===== config.mk =====
export PLATFORM = sky130hd
export DESIGN_NAME = gshare_predictor
export DESIGN_NICKNAME = d
export VERILOG_FILES = /design/src/rtl/gshare_predictor.sv
export SDC_FILE = /design/constraint.sdc
export NUM_CORES = 1
export LEC_CHECK = 0
export CORE_AREA = 2 2 88 90
export DETAILED_ROUTE_END_ITERATION = 8
export DIE_AREA = 0 0 90 92
export GPL_TIMING_DRIVEN = 0
export PLACE_DENSITY_LB_ADDON = 0.1
export SYNTH_ARGS = -nofsm -noshare
export SYNTH_HDL_FRONTEND = slang
export SYNTH_SLANG_ARGS = --single-unit

===== constraint.sdc =====
create_clock -name clk -period 4.8 [get_ports clk]
set_input_delay 0.48 -clock clk [delete_from_list [all_inputs] [get_ports clk]]
set_output_delay 0.48 -clock clk [all_outputs]
set_load 0.02 [all_outputs]

===== src/rtl/gshare_predictor.sv =====
// gshare direction predictor: PC XOR global history indexes saturating counters; post-reset sweep clears the table.
// Define BP_STATS_EN to add saturating resolved-branch / mispredict counters on the stat_* ports.
module gshare_predictor #(
   parameter int INDEX_BITS = 5,
   parameter int HIST_BITS  = 4,
   parameter int CTR_BITS   = 2
) (
   input  logic                 clk,
   input  logic                 reset,
   input  logic                 clear,
   input  logic [15:0]          pc_id,
   input  logic [3:0]           opcode_id,
   input  logic                 advance_id,
   output logic                 predict_taken,
   output logic [HIST_BITS-1:0] branch_hist_id,
   output logic                 ready,
   input  logic                 resolve_valid,
   input  logic [15:0]          pc_wb,
   input  logic                 resolve_taken,
   input  logic                 resolve_mispredict,
   input  logic [HIST_BITS-1:0] branch_hist_wb,
   output logic [15:0]          stat_branches,
   output logic [15:0]          stat_mispredicts
);

   localparam int                    ENTRIES  = 1 << INDEX_BITS;
   localparam logic [3:0]            OP_BR    = 4'b0000;
   localparam logic [CTR_BITS-1:0]   CTR_WNT  = CTR_BITS'((1 << (CTR_BITS - 1)) - 1);
   localparam logic [CTR_BITS-1:0]   CTR_MAX  = '1;
   localparam logic [INDEX_BITS-1:0] PTR_LAST = INDEX_BITS'(ENTRIES - 1);

   typedef enum logic {ST_INIT, ST_RUN} state_e;

   // History occupies the top HIST_BITS of the index; written as a shift so HIST_BITS == INDEX_BITS works.
   function automatic logic [INDEX_BITS-1:0] hash_idx(input logic [15:0]          pc,
                                                      input logic [HIST_BITS-1:0] hist);
      logic [INDEX_BITS-1:0] hist_ext;
      hist_ext = INDEX_BITS'(hist) << (INDEX_BITS - HIST_BITS);
      return pc[INDEX_BITS:1] ^ hist_ext;
   endfunction

   // Shift left with the new outcome in the LSB; also correct for HIST_BITS == 1.
   function automatic logic [HIST_BITS-1:0] hist_push(input logic [HIST_BITS-1:0] hist,
                                                       input logic                 bit_in);
      return HIST_BITS'({hist, bit_in});
   endfunction

   state_e                state_q, state_d;
   logic [INDEX_BITS-1:0] ptr_q, ptr_d;
   logic [HIST_BITS-1:0]  spec_hist_q, spec_hist_d;
   logic [CTR_BITS-1:0]   tbl_q [ENTRIES];

   logic                  run;
   logic                  br_id;
   logic [INDEX_BITS-1:0] idx_id, idx_wb;
   logic [CTR_BITS-1:0]   ctr_id, ctr_wb;
   logic [CTR_BITS-1:0]   ctr_inc, ctr_dec;
   logic                  tbl_we;
   logic [INDEX_BITS-1:0] tbl_waddr;
   logic [CTR_BITS-1:0]   tbl_wdata;

   // Two combinational read ports: ID lookup and WB read-modify-write.
   always_comb begin
      run     = (state_q == ST_RUN);
      br_id   = (opcode_id == OP_BR);
      idx_id  = hash_idx(pc_id, spec_hist_q);
      idx_wb  = hash_idx(pc_wb, branch_hist_wb);
      ctr_id  = tbl_q[idx_id];
      ctr_wb  = tbl_q[idx_wb];
      ctr_inc = (ctr_wb == CTR_MAX) ? ctr_wb : ctr_wb + 1'b1;
      ctr_dec = (ctr_wb == '0)      ? ctr_wb : ctr_wb - 1'b1;
   end

   assign predict_taken  = run & br_id & ctr_id[CTR_BITS-1];
   assign branch_hist_id = spec_hist_q;
   assign ready          = run;

   always_comb begin
      state_d   = state_q;
      ptr_d     = ptr_q;
      tbl_we    = 1'b0;
      tbl_waddr = ptr_q;
      tbl_wdata = CTR_WNT;
      if (clear) begin
         state_d = ST_INIT;
         ptr_d   = '0;
      end else begin
         case (state_q)
            ST_INIT: begin
               tbl_we = 1'b1;
               ptr_d  = ptr_q + 1'b1;
               if (ptr_q == PTR_LAST) state_d = ST_RUN;
            end
            ST_RUN: begin
               if (resolve_valid) begin
                  tbl_we    = 1'b1;
                  tbl_waddr = idx_wb;
                  tbl_wdata = resolve_taken ? ctr_inc : ctr_dec;
               end
            end
            default: state_d = ST_INIT;
         endcase
      end
   end

   // A mispredict squashes the ID instruction, so repair wins over the speculative shift.
   always_comb begin
      spec_hist_d = spec_hist_q;
      if (clear) begin
         spec_hist_d = '0;
      end else if (run) begin
         if (resolve_valid && resolve_mispredict)
            spec_hist_d = hist_push(branch_hist_wb, resolve_taken);
         else if (advance_id && br_id)
            spec_hist_d = hist_push(spec_hist_q, predict_taken);
      end
   end

   always_ff @(posedge clk or negedge reset) begin
      if (!reset) begin
         state_q     <= ST_INIT;
         ptr_q       <= '0;
         spec_hist_q <= '0;
      end else begin
         state_q     <= state_d;
         ptr_q       <= ptr_d;
         spec_hist_q <= spec_hist_d;
      end
   end

   // Table contents are defined by the sweep, so no reset here.
   always_ff @(posedge clk) begin
      if (tbl_we) tbl_q[tbl_waddr] <= tbl_wdata;
   end

`ifdef BP_STATS_EN
   logic [15:0] stat_br_q, stat_br_d;
   logic [15:0] stat_mis_q, stat_mis_d;

   always_comb begin
      stat_br_d  = stat_br_q;
      stat_mis_d = stat_mis_q;
      if (clear) begin
         stat_br_d  = '0;
         stat_mis_d = '0;
      end else if (run && resolve_valid) begin
         if (stat_br_q != 16'hFFFF) stat_br_d = stat_br_q + 16'd1;
         if (resolve_mispredict && (stat_mis_q != 16'hFFFF)) stat_mis_d = stat_mis_q + 16'd1;
      end
   end

   always_ff @(posedge clk or negedge reset) begin
      if (!reset) begin
         stat_br_q  <= '0;
         stat_mis_q <= '0;
      end else begin
         stat_br_q  <= stat_br_d;
         stat_mis_q <= stat_mis_d;
      end
   end

   assign stat_branches    = stat_br_q;
   assign stat_mispredicts = stat_mis_q;
`else
   assign stat_branches    = 16'h0000;
   assign stat_mispredicts = 16'h0000;
`endif

endmodule


Word level (Yosys, flattened, before mapping)
Memories as Yosys holds them, arrays and structs flattened.
Index checks and enable logic that the tools add are counted.
{"block": "classes", "n_eq_ne": 3, "n_mux": 23, "n_addsub": 3, "bitwise": 5, "shifts": 0, "n_mul": 0, "n_div": 0, "n_reduce_logical": 7, "magnitude_cmp": 0}
{"op": "5-bit 2-to-1 mux", "count": 5}
{"op": "4-bit 2-to-1 mux", "count": 4}
{"op": "2-bit 2-to-1 mux", "count": 6}
{"op": "5-bit XOR", "count": 2}
{"op": "1-bit 2-to-1 mux", "count": 7}
{"op": "5-bit by 1-bit adder with 5-bit output (second input constant)", "count": 1}
{"op": "5-bit equality test (second input constant)", "count": 1}
{"op": "4-bit logical NOT", "count": 1}
{"op": "3-bit nonzero test", "count": 1}
{"op": "2-bit by 1-bit adder with 2-bit output (second input constant)", "count": 1}
{"op": "1-bit bitwise AND", "count": 2}
{"op": "2-bit equality test (second input constant)", "count": 1}
{"op": "1-bit logical AND", "count": 2}
{"op": "2-bit logical NOT", "count": 1}
{"op": "2-bit != test (second input constant)", "count": 1}
{"op": "1-bit case mux with 2 select lines", "count": 1}
{"op": "2-bit AND reduction", "count": 1}
{"op": "2-bit nonzero test", "count": 1}
{"op": "2-bit by 1-bit subtractor with 2-bit output (second input constant)", "count": 1}
{"op": "1-bit inverter", "count": 1}
{"block": "totals", "out_inout_bits": 38, "in_bits": 47, "word_cells": 45, "register_bits": 10, "ram_bits": 64, "n_memories": 1, "romBits": 0, "latch_bits": 0}
{"memory": "tbl_q", "depth": 32, "word_bits": 2, "rd": 2, "rd_ports_with_merged_regs": 0, "write_ports": 1, "line": "51", "rtl": "logic [CTR_BITS-1:0] tbl_q [ENTRIES];"}

Logic depth before layout (Yosys ltp)
An unclocked memory read counts as a cell.
{"block": "logic_depth", "depth_word": 8, "mapped_depth": 9, "depth_no_buf": 7}

Worst setup path before layout
OpenSTA, ideal clock, no wires.
{"block": "synth_path", "kind": "input port to flip-flop", "from": "in branch_hist_wb[0]", "to": "mem tbl_q[0][0] (data pin)", "required_ns": 4.449, "arrival_time_ns": 2.662, "slack_ns": 1.787, "setup_time_ns": 0.351, "path_stages": 8, "cell_sequence": "xor2_1 buf_4 mux4_2 o311a_1 nand4b_1 o21ai_0 a21boi_1 nor2_1"}
{"block": "synth_between", "elab_chain_cells": 8, "word_cells_on_any_way": 12}
{"element": "from (decl)", "line": "21", "rtl": "input logic [HIST_BITS-1:0] branch_hist_wb,"}
{"element": "5-bit XOR *", "line": "39", "rtl": "return pc[INDEX_BITS:1] ^ hist_ext;"}
{"element": "memory read 32 x 2 bit *"}
{"element": "2-bit by 1-bit subtractor with 2-bit output, or another cell as far along", "line": "71", "rtl": "ctr_dec = (ctr_wb == '0) ? ctr_wb : ctr_wb - 1'b1;"}
{"element": "2-bit 2-to-1 mux, on equally long branches", "line": "71, 70"}
{"element": "2-bit 2-to-1 mux *", "line": "98", "rtl": "tbl_wdata = resolve_taken ? ctr_inc : ctr_dec;"}
{"element": "2-bit 2-to-1 mux *", "line": "95", "rtl": "if (resolve_valid) begin"}
{"element": "2-bit 2-to-1 mux *", "line": "88", "rtl": "case (state_q)"}
{"element": "2-bit 2-to-1 mux *", "line": "84", "rtl": "if (clear) begin"}
{"element": "net tbl_wdata[0]", "line": "60", "rtl": "logic [CTR_BITS-1:0] tbl_wdata;"}
{"element": "to (decl)", "line": "51"}
The timed path passes the listed nets; every way through them passes the cells marked *.

Worst setup path after layout
{"block": "layout_path", "from": "in pc_id[3]", "to": "out predict_taken"}
{"block": "layout_between", "elab_chain_cells": 3}
{"element": "from (decl)", "line": "11", "rtl": "input logic [15:0] pc_id,"}
{"element": "5-bit XOR", "line": "39"}
{"element": "memory read 32 x 2 bit"}
{"element": "1-bit bitwise AND", "line": "74", "rtl": "assign predict_taken = run & br_id & ctr_id[CTR_BITS-1];"}
{"element": "to (decl)", "line": "14", "rtl": "output logic predict_taken,"}
Every way passes these cells.

==> impl_metrics.py <==
metrics = {
    "timing": {
        "fmax_mhz": 262.0,
        "skew_ps": 7.768,
        "period_minus_slack_ps": 3816,
        "drv_slew": 0,
        "timing.final.crit_share": 0.7950,
        "rsz0062_at_grt": "false",
        "layout_setup_ws_ps": 983.9,
        "finalSetupViolCount": 0,
        "tns_ps": 0,
        "slew_headroom": 0.3246,
        "worst_pin_slew_ps": 1011,
        "hold_violations": 0,
        "worst_hold_slack_ps": 316.3,
    },
    "cts": {
        "clk_pin_slew_ps": 70,
        "cts_tree": "done",
        "cts_resized": 0,
        "cts.sinks": 74,
        "cts_made_buffers": 9,
        "cts_hold_buf": 0,
        "clock_latency_ps": 350,
        "clk_root_buffer_cell": "clkbuf_8",
        "postCtsSetupBuffers": 0,
        "cts_max_level": 3,
        "cts.path.max_buffers": 2,
    },
    "hold_path": {
        "hp-class": "input pin to flip-flop",
    },
    "drt": {
        "first_iter_violations": 194,
        "ant_nets": 0,
        "drc_errors": 0,
        "vias_per_cell": 5.435,
        "vias": 2696,
        "first_pass_iters": 4,
        "routedWlPerCell_microns": 18.54,
        "routed_wl_mm": 9.196,
    },
    "placement": {
        "port_buffers": 27,
        "hpwl_mm": 6.576,
        "place_congestion": 0.8777,
        "post-place-ws_ps": 814.3,
        "dp.cells": 480,
    },
    "grt": {
        "grt_max_degree": 33,
        "grt_usage": 0.2340,
        "grt_pass1_wl_mm": 14.37,
        "overflow": 0,
        "antenna_found_initial": 0,
        "grt_pass1_vias": 2699,
    },
    "floorplan": {
        "boundaryPins": 85,
        "die_x_microns": 90,
        "start_util": 0.5328,
        "rows": 32,
        "core_area_sq_mm": 0.007447,
        "die_area_sq_mm": 0.008280,
        "die_h_microns": 92,
    },
    "cells_and_area": {
        "final_cell_mix": "edfxtp_1 (64), nand2_1 (46), nor2_1 (46), buf_4 (34), conb_1 (32)",
        "seq_area_sq_mm": 0.002172,
        "fillers": 623,
        "drive_gt1_frac": 0.1853,
        "area_growth_pct": 18.07,
        "final_common_cell": "edfxtp_1",
        "final_cells": 496,
        "fin_nets": 438,
        "multiInputGateArea_sq_mm": 0.001600,
        "diodes": 0,
    },
    "critical_path": {
        "arrival_ps": 3340,
        "worstPathRequired_ps": 4320,
        "crit_type": "input pin to output port",
        "slowest_stage": "xor2_1",
        "startpoint_type": "input pin",
        "max_stage_delay_ps": 740,
        "path_cells": "clkdlybuf4s50_1 -> xor2_1 -> mux4_2 -> and2b_2 -> a211oi_1 -> nor3_1 -> a21o_1 -> clkdlybuf4s50_1",
        "crit_fanout": 7,
        "crit_path_end_kind": "output port",
        "crit_top_cell": "clkdlybuf4s50_1",
    },
    "synth": {
        "synth_top_area_frac": 0.4844,
        "ys_seq_elements": 74,
        "synth_seq_area_share": 0.5475,
        "synth_edf_count": 64,
        "yosysWarningCount": 0,
        "syn_area_sq_mm": 0.003968,
        "synthArstFlopShare": 0.1351,
        "syn_inst": 319,
        "syn_avg_cell_area_sq_um": 12.44,
        "ys_top_cells_by_area": "edfxtp_1 (48%), mux4_2 (6.8%), buf_4 (6.4%), dfrtp_1 (6.3%), nor2_1 (4.4%)",
        "yosys_most_used_dff": "edfxtp_1",
        "synth_top_area_cell": "edfxtp_1",
        "ys_types": 48,
    },
    "run_status": {
        "status": "complete, no violations",
    },
    "power_and_ir_drop": {
        "p_total_mw": 1.341,
        "p_per_area_mw_per_mm2": 286.3,
        "ir_drop_mv": 0.2793,
        "leakage_nw": 1.865,
    },
    "flow_run": {
        "maxCapViolCount": 0,
    },
}
-- power breakdown --
| group | internal [mW] | switching (mW) |
|---|---|---|
| clock network | 0.236 | 0.225 |
| registers | 0.694 | 0.00341 |
| logic | 0.0776 | 0.105 |
| total | 1.01 | 0.334 |
-- kinds of logic (layout without fill, tap and decap cells) --
kind of cell | Yosys count | count (layout) | synth area share
AOI/OAI and AO/OA | 33 | 33 | 0.06213
muxes | 31 | 31 | 0.1366
and+or+nand+nor | 122 | 122 | 0.1328
other | 1 | 32 | 0.0009452
DFF | 74 | 74 | 0.5475
adders and majority gates | 2 | 2 | 0.006306
xor gates and xnor gates | 14 | 14 | 0.03469
buffers and inverters | 42 | 86 | 0.07915
-- layer usage --
metal | global-route usage | share of wire
met2 | 0.3684 | 0.47
met3 | 0.06245 | 0.079
met1 | 0.3064 | 0.42
met4 | 0.1077 | 0.032
met5 | 0 | 0
-- registers in the layout (all words and copies together), names as in the netlist --
name / flops
ready: 1
branch_hist_id: 4
tbl_q: 64
ptr_q: 5
-- metrics by stage --
step / cell area [sq um] / utilization
floorplan: 4084 / -
global placement: 4482 / 0.6018
CTS: 4684 / 0.6290
detailed placement: 4499 / 0.6042
global route: 4684 / 0.6290
finish: 4684 / 0.6290
-- synth_stat cells, drive strengths merged (6+ instances only) --
cell    count
buf        36
nor2       47
clkbuf      6
edfxtp     64
xor2        8
nand2      46
nor2b       6
dfrtp      10
mux4       17
nand3       9
o21ai       6
mux2i      14
xnor2       6
-- layout make-up --
class / count / area share
Buffer: 42 / 0.06704
Tap cell: 102 / 0.02724
Clock inverter: 6 / 0.01229
Sequential cell: 74 / 0.4637
Multi-Input combinational cell: 234 / 0.3416
Timing Repair Buffer: 28 / 0.06090
Clock buffer: 10 / 0.02724
-- final timing paths --
kind                                   startpoint  slack (ps)           endpoint  depth (start not counted)
worst min-delay path                        clear         320              ready                          2
worst min register to register  branch_hist_id[3]         550  branch_hist_id[3]                          2
worst max register to register              ready        1870       tbl_q[11][1]                          7
worst max-delay path                     pc_id[3]         980      predict_taken                          8
max in group asynchronous                   reset        4040           ptr_q[3]                          1
min in group asynchronous                   reset         440           ptr_q[1]                          1
-- critical path: cells and delay by family --
kind	cells	cell delay (ps)
buf+inv	2	1010
xor+xnor	1	740
compound gates	2	430
mux	1	410
simple gates	2	270
No activity file was read; power rests on OpenSTA's default activity.
